**src/rtl/dds_key_ctrl.sv**
```systemverilog
// Key-driven DDS parameter controller: tuning word, waveform select and step size.
// Optional DDS_PHASE_RST_EN: a waveform change also clears the phase accumulator.
module dds_key_ctrl #(
    parameter int unsigned               FW_WIDTH  = 32,
    parameter logic [FW_WIDTH-1:0]       F_INIT    = 85899,
    parameter logic [FW_WIDTH-1:0]       F_MIN     = 859,
    parameter logic [FW_WIDTH-1:0]       F_MAX     = 32'h4000_0000,
    parameter logic [FW_WIDTH-1:0]       STEP_BASE = 859
) (
    input  logic                clk,
    input  logic                rst_n,
    input  logic                key_up,
    input  logic                key_dn,
    input  logic                key_step,
    input  logic                key_wave,
    output logic [FW_WIDTH-1:0] freq_word,
    output logic [1:0]          wave_sel,
    output logic [1:0]          step_idx,
    output logic                upd,
    output logic                phase_rst
);

    typedef enum logic [1:0] {IDLE, CALC, CLAMP} state_t;
    typedef enum logic [1:0] {CMD_UP, CMD_DN, CMD_STEP, CMD_WAVE} cmd_t;

    state_t              state, state_nxt;
    cmd_t                cmd, cmd_in;
    logic                any_key;
    logic [FW_WIDTH:0]   step_size;
    logic [FW_WIDTH:0]   cand;
    logic [FW_WIDTH-1:0] freq_nxt;
    logic [1:0]          wave_nxt;
    logic [1:0]          step_nxt;
    logic                upd_nxt;
    logic                prst_nxt;

    assign any_key   = key_up | key_dn | key_step | key_wave;
    assign step_size = {1'b0, STEP_BASE} << {step_idx, 2'b00};

    always_comb begin
        cmd_in = CMD_WAVE;
        if (key_up)        cmd_in = CMD_UP;
        else if (key_dn)   cmd_in = CMD_DN;
        else if (key_step) cmd_in = CMD_STEP;
    end

    always_ff @(posedge clk) begin
        if (!rst_n) state <= IDLE;
        else        state <= state_nxt;
    end

    always_comb begin
        state_nxt = state;
        case (state)
            IDLE:    if (any_key) state_nxt = CALC;
            CALC:    state_nxt = CLAMP;
            CLAMP:   state_nxt = IDLE;
            default: state_nxt = IDLE;
        endcase
    end

    // Carry/borrow live in cand[FW_WIDTH]; both operands are zero-extended.
    always_comb begin
        freq_nxt = freq_word;
        wave_nxt = wave_sel;
        step_nxt = step_idx;
        upd_nxt  = 1'b0;
        prst_nxt = 1'b0;
        if (state == CLAMP) begin
            case (cmd)
                CMD_UP: begin
                    if (cand[FW_WIDTH] || (cand[FW_WIDTH-1:0] > F_MAX)) freq_nxt = F_MAX;
                    else                                               freq_nxt = cand[FW_WIDTH-1:0];
                    upd_nxt = (freq_nxt != freq_word);
                end
                CMD_DN: begin
                    if (cand[FW_WIDTH] || (cand[FW_WIDTH-1:0] < F_MIN)) freq_nxt = F_MIN;
                    else                                               freq_nxt = cand[FW_WIDTH-1:0];
                    upd_nxt = (freq_nxt != freq_word);
                end
                CMD_STEP: step_nxt = step_idx + 2'd1;
                default: begin
                    wave_nxt = wave_sel + 2'd1;
                    upd_nxt  = 1'b1;
                    prst_nxt = 1'b1;
                end
            endcase
        end
    end

    always_ff @(posedge clk) begin
        if (!rst_n) begin
            cmd       <= CMD_UP;
            cand      <= '0;
            freq_word <= F_INIT;
            wave_sel  <= '0;
            step_idx  <= '0;
            upd       <= 1'b0;
        end else begin
            if (state == IDLE && any_key) cmd <= cmd_in;
            if (state == CALC) begin
                if (cmd == CMD_DN) cand <= {1'b0, freq_word} - step_size;
                else               cand <= {1'b0, freq_word} + step_size;
            end
            freq_word <= freq_nxt;
            wave_sel  <= wave_nxt;
            step_idx  <= step_nxt;
            upd       <= upd_nxt;
        end
    end

`ifdef DDS_PHASE_RST_EN
    logic phase_rst_q;
    always_ff @(posedge clk) begin
        if (!rst_n) phase_rst_q <= 1'b0;
        else        phase_rst_q <= prst_nxt;
    end
    assign phase_rst = phase_rst_q;
`else
    logic prst_unused;
    assign prst_unused = prst_nxt;
    assign phase_rst   = 1'b0;
`endif

endmodule

```
**config.mk**
```make
export PLATFORM = sky130hd
export DESIGN_NAME = dds_key_ctrl
export DESIGN_NICKNAME = d
export VERILOG_FILES = /design/src/rtl/dds_key_ctrl.sv
export SDC_FILE = /design/constraint.sdc
export NUM_CORES = 1
export LEC_CHECK = 0
export CORE_MARGIN = 2
export CORE_UTILIZATION = 55
export CTS_CLUSTER_DIAMETER = 40
export DETAILED_ROUTE_END_ITERATION = 8
export DONT_BUFFER_PORTS = 1
export PLACE_DENSITY = 0.7
export SLEW_MARGIN = 20
export SYNTH_ARGS = -nofsm -noshare
export SYNTH_HDL_FRONTEND = slang
export SYNTH_SLANG_ARGS = --single-unit
```
**constraint.sdc**
```tcl
create_clock -name clk -period 6.7 [get_ports clk]
set_clock_uncertainty 0.15 [all_clocks]
set_input_delay 0.335 -clock clk [delete_from_list [all_inputs] [get_ports clk]]
set_output_delay 0.335 -clock clk [all_outputs]
set_load 0.1 [all_outputs]
```
==> summary.txt <==
Run status
  • Run status: finished clean

Yosys
  • Cell variety after synth: 71
  • Post-synth EDFFs: 0
  • Post-synthesis sequential area ratio: 26.76%
  • Post-synthesis register bit count: 74
  • Post-synth ARST share: 0%
  • Ys Warns: 0
  • Mean Syn Cell Area: 7.511 um^2
  • Syn_nets: 785
  • Mapped Cells: 737
  • Top_reg_cell synth: dfxtp_1
  • Synth Cell Area: 5535 um^2

Clock network
  • Htree depth: 3
  • CTS tree: built
  • TritonCTS Buffers: 9
  • Postcts setup bufs: 0
  • Latest clock arrival within the worst-skew pair: 0.37 ns
  • Clock root buffer: clkbuf_8
  • CTS clk-pin slew, worst paths: 0.09 ns
  • Clock buffer depth: 2
  • Clk sinks: 74

Placement
  • Post-placement setup slack: 1.995 ns
  • Global placement routability congestion: 1.031
  • I/O Buffers: 0
  • Final HPWL DP: 12880 um

Global route
  • All-Layer GR Usage: 31.91%
  • First-pass GRT wire length: 27230 um
  • Vias in the first global route: 4938
  • Initial antenna violation count: 0
  • Pin count of the biggest net entering global routing: 55
  • Total congestion overflow: 0

Worst setup path
  • Crit Path Category: flip-flop to flip-flop
  • Crit path DAT: 4.88 ns
  • Slowest stage cell, crit path: dfxtp_1
  • Max incr delay on CP: 1.10 ns
  • Setup crit end kind: flip-flop
  • Crit path max-delay family: compound AO/OA/AOI/OAI gates
  • WP buf/inv: 1
  • Worst setup SP type: flip-flop
  • CP Cell Sequence: ha_1 -> inv_1 -> xnor2_1 -> ha_1 -> a21o_1 -> a2111oi_0 -> o21ai_0 -> a21oi_1 -> a21oi_2 -> a41oi_2 -> a21oi_1 -> and4b_1 -> o31a_1
  • Worst Path Max Fanout: 8
  • Required time of the critical path: 6.81 ns

Timing
  • RSZ-0062 raised after global routing: false
  • Relative max-transition margin: 21.65%
  • WHS: 0.01970 ns
  • Worst-Margin Slew: 1.174 ns
  • Pins Over Slew Limit: 0
  • Fin. Hold Viols: 0
  • F_max: 209.9 MHz
  • Final period util: 71.12%
  • Final worst slack: 1.935 ns
  • Finish-stage setup viols: 0
  • Period minus WS final: 4.765 ns
  • Sum Neg Setup Slack: 0 ns

Job
  • Max cap viols: 0

Hold path
  • HP Class: input pin to flip-flop

Route
  • Met2 wire len: 7142 um
  • Drt first pass iters: 5
  • Met3 WL post-DR: 1845 um
  • ANT nets after route: 0
  • Routed via count: 5551
  • Avg WL per Cell: 19.69 um
  • Post-Route WL: 17270 um
  • Max Used Layer: met4
  • Met1 WL: 7662 um
  • DRT iter0 DRCs: 465
  • DRC errors left: 0
  • Via density per instance: 6.330

Floorplanning
  • Die Area: 10880 um^2
  • Site Rows: 36
  • Core ar.: 9774 um^2
  • Starting density of the core: 56.63%
  • Die Ht: 104.3 um
  • Number of I/O pins: 44
  • Die X: 104.3 um

Final layout
  • Area grow syn2layout: 8.137%
  • Final net count: 786
  • Layout cell share with drive strength beyond 1: 8.748%
  • Utilization after layout: 61.24%

Power and ir drop
  • Worst IR Drop VDD: 120.0 uV
  • Leakage: 2.422 nW
  • PnR Total Power: 1.315 mW
  • Cell Pwr Density: 219.7 nW/um^2
## logic make-up (layout without fill, tap and decap cells)
logic type / after synthesis / after routing / synth area share, %
muxes: 4 / 4 / 0.7234
DFF: 74 / 74 / 26.76
xor gates and xnor gates: 37 / 37 / 5.854
adders and majority gates: 42 / 42 / 9.629
other: 1 / 2 / 0.06775
buffers and inverters: 67 / 73 / 4.950
AOI/OAI and AO/OA: 212 / 212 / 25.20
and+or+nand+nor: 300 / 300 / 26.81
## final cells by class
type / instances / area, um^2
diodes: 1 / 2.502
clock buffers: 9 / 123.9
clock inverters: 7 / 102.6
fillers: 917 / 3789
inverters: 30 / 112.6
multi-input cells: 596 / 3787
flip-flops and latches: 74 / 1485
well taps: 133 / 166.4
repair buffers: 27 / 205.2
## worst paths after layout
check,start,slack (ns),endpoint,cells after the start
worst min register to register,cand[11],0.35,cand[11],2
worst max-delay path,step_idx[1],1.94,cand[30],13
worst max register to register,step_idx[1],1.94,cand[30],13
worst min-delay path,rst_n,0.02,cand[22],2
## cell usage after synthesis (all sizes together) (10+ instances only)
cell type / count / area share (%)
o21ai: 31 / 2.8
nand3: 41 / 3.7
a211oi: 10 / 1.4
nor2b: 14 / 1.6
a21o: 17 / 2.3
dfxtp: 74 / 27
nand2b: 14 / 1.6
ha: 41 / 9.3
nor4: 11 / 1.2
a31oi: 13 / 1.5
a21oi: 80 / 7.3
nor3: 18 / 1.6
clkbuf: 25 / 1.7
nand4: 11 / 1.2
nand2: 101 / 6.8
nor2: 55 / 4.0
buf: 12 / 1.2
inv: 30 / 2.0
xnor2: 30 / 4.7
## flip-flops by register name, summed over array words and instances, names as in the netlist
signal / count
cand: 33
cmd: 2
freq_word: 32
state: 2
step_idx: 2
upd: 1
wave_sel: 2
## power breakdown
part           internal [mW]  switching [mW]
registers              0.464          0.0554
clock network          0.213           0.195
logic                  0.132           0.254
total                  0.810           0.505
## repair_timing
action                    in CTS  in global routing
hold endpoints to repair      20                  0
hold buffers                   1                  0
resized for setup              0                  0
## metrics by stage
stage          std cells  area [um^2]
4_1_cts              876         5977
5_1_grt              876         5983
2_1_floorplan        737         5535
3_3_place_gp         859         5741
3_5_place_dp         859         5741
6_report             877         5986
## cell usage in the layout, fill, tap and decap left out, types with 4 or more instances in the layout
cell type	netlist	layout
ha_1	41	41
nand4b_1	4	4
xor2_1	7	7
nor2_1	54	54
nand2_1	101	101
dfxtp_1	74	71
o31ai_1	4	4
xnor2_1	30	30
or3_1	5	5
a21oi_1	79	79
o211ai_1	5	5
nand4_1	11	11
o21bai_1	6	6
inv_1	28	28
a21o_1	17	17
nor4_1	11	11
o221ai_1	5	5
o21ai_0	28	28
o22ai_1	6	6
nand2b_1	14	13
and2_1	4	4
nor2b_1	13	11
mux2i_1	4	4
clkbuf_8	0	9
a31oi_1	13	13
a211oi_1	10	10
nor3_1	18	18
o32ai_1	6	6
nor4bb_1	7	7
and3_1	4	4
buf_4	2	26
nand3_1	41	41
or2_2	4	4
## per-layer routing
metal  track usage, %  vias up
met5                0        -
li1                 -     2678
met4            13.32        0
met1            44.88     2566
met2            46.08      270
met3            8.208       37
Power figures use the tool's default switching activity.
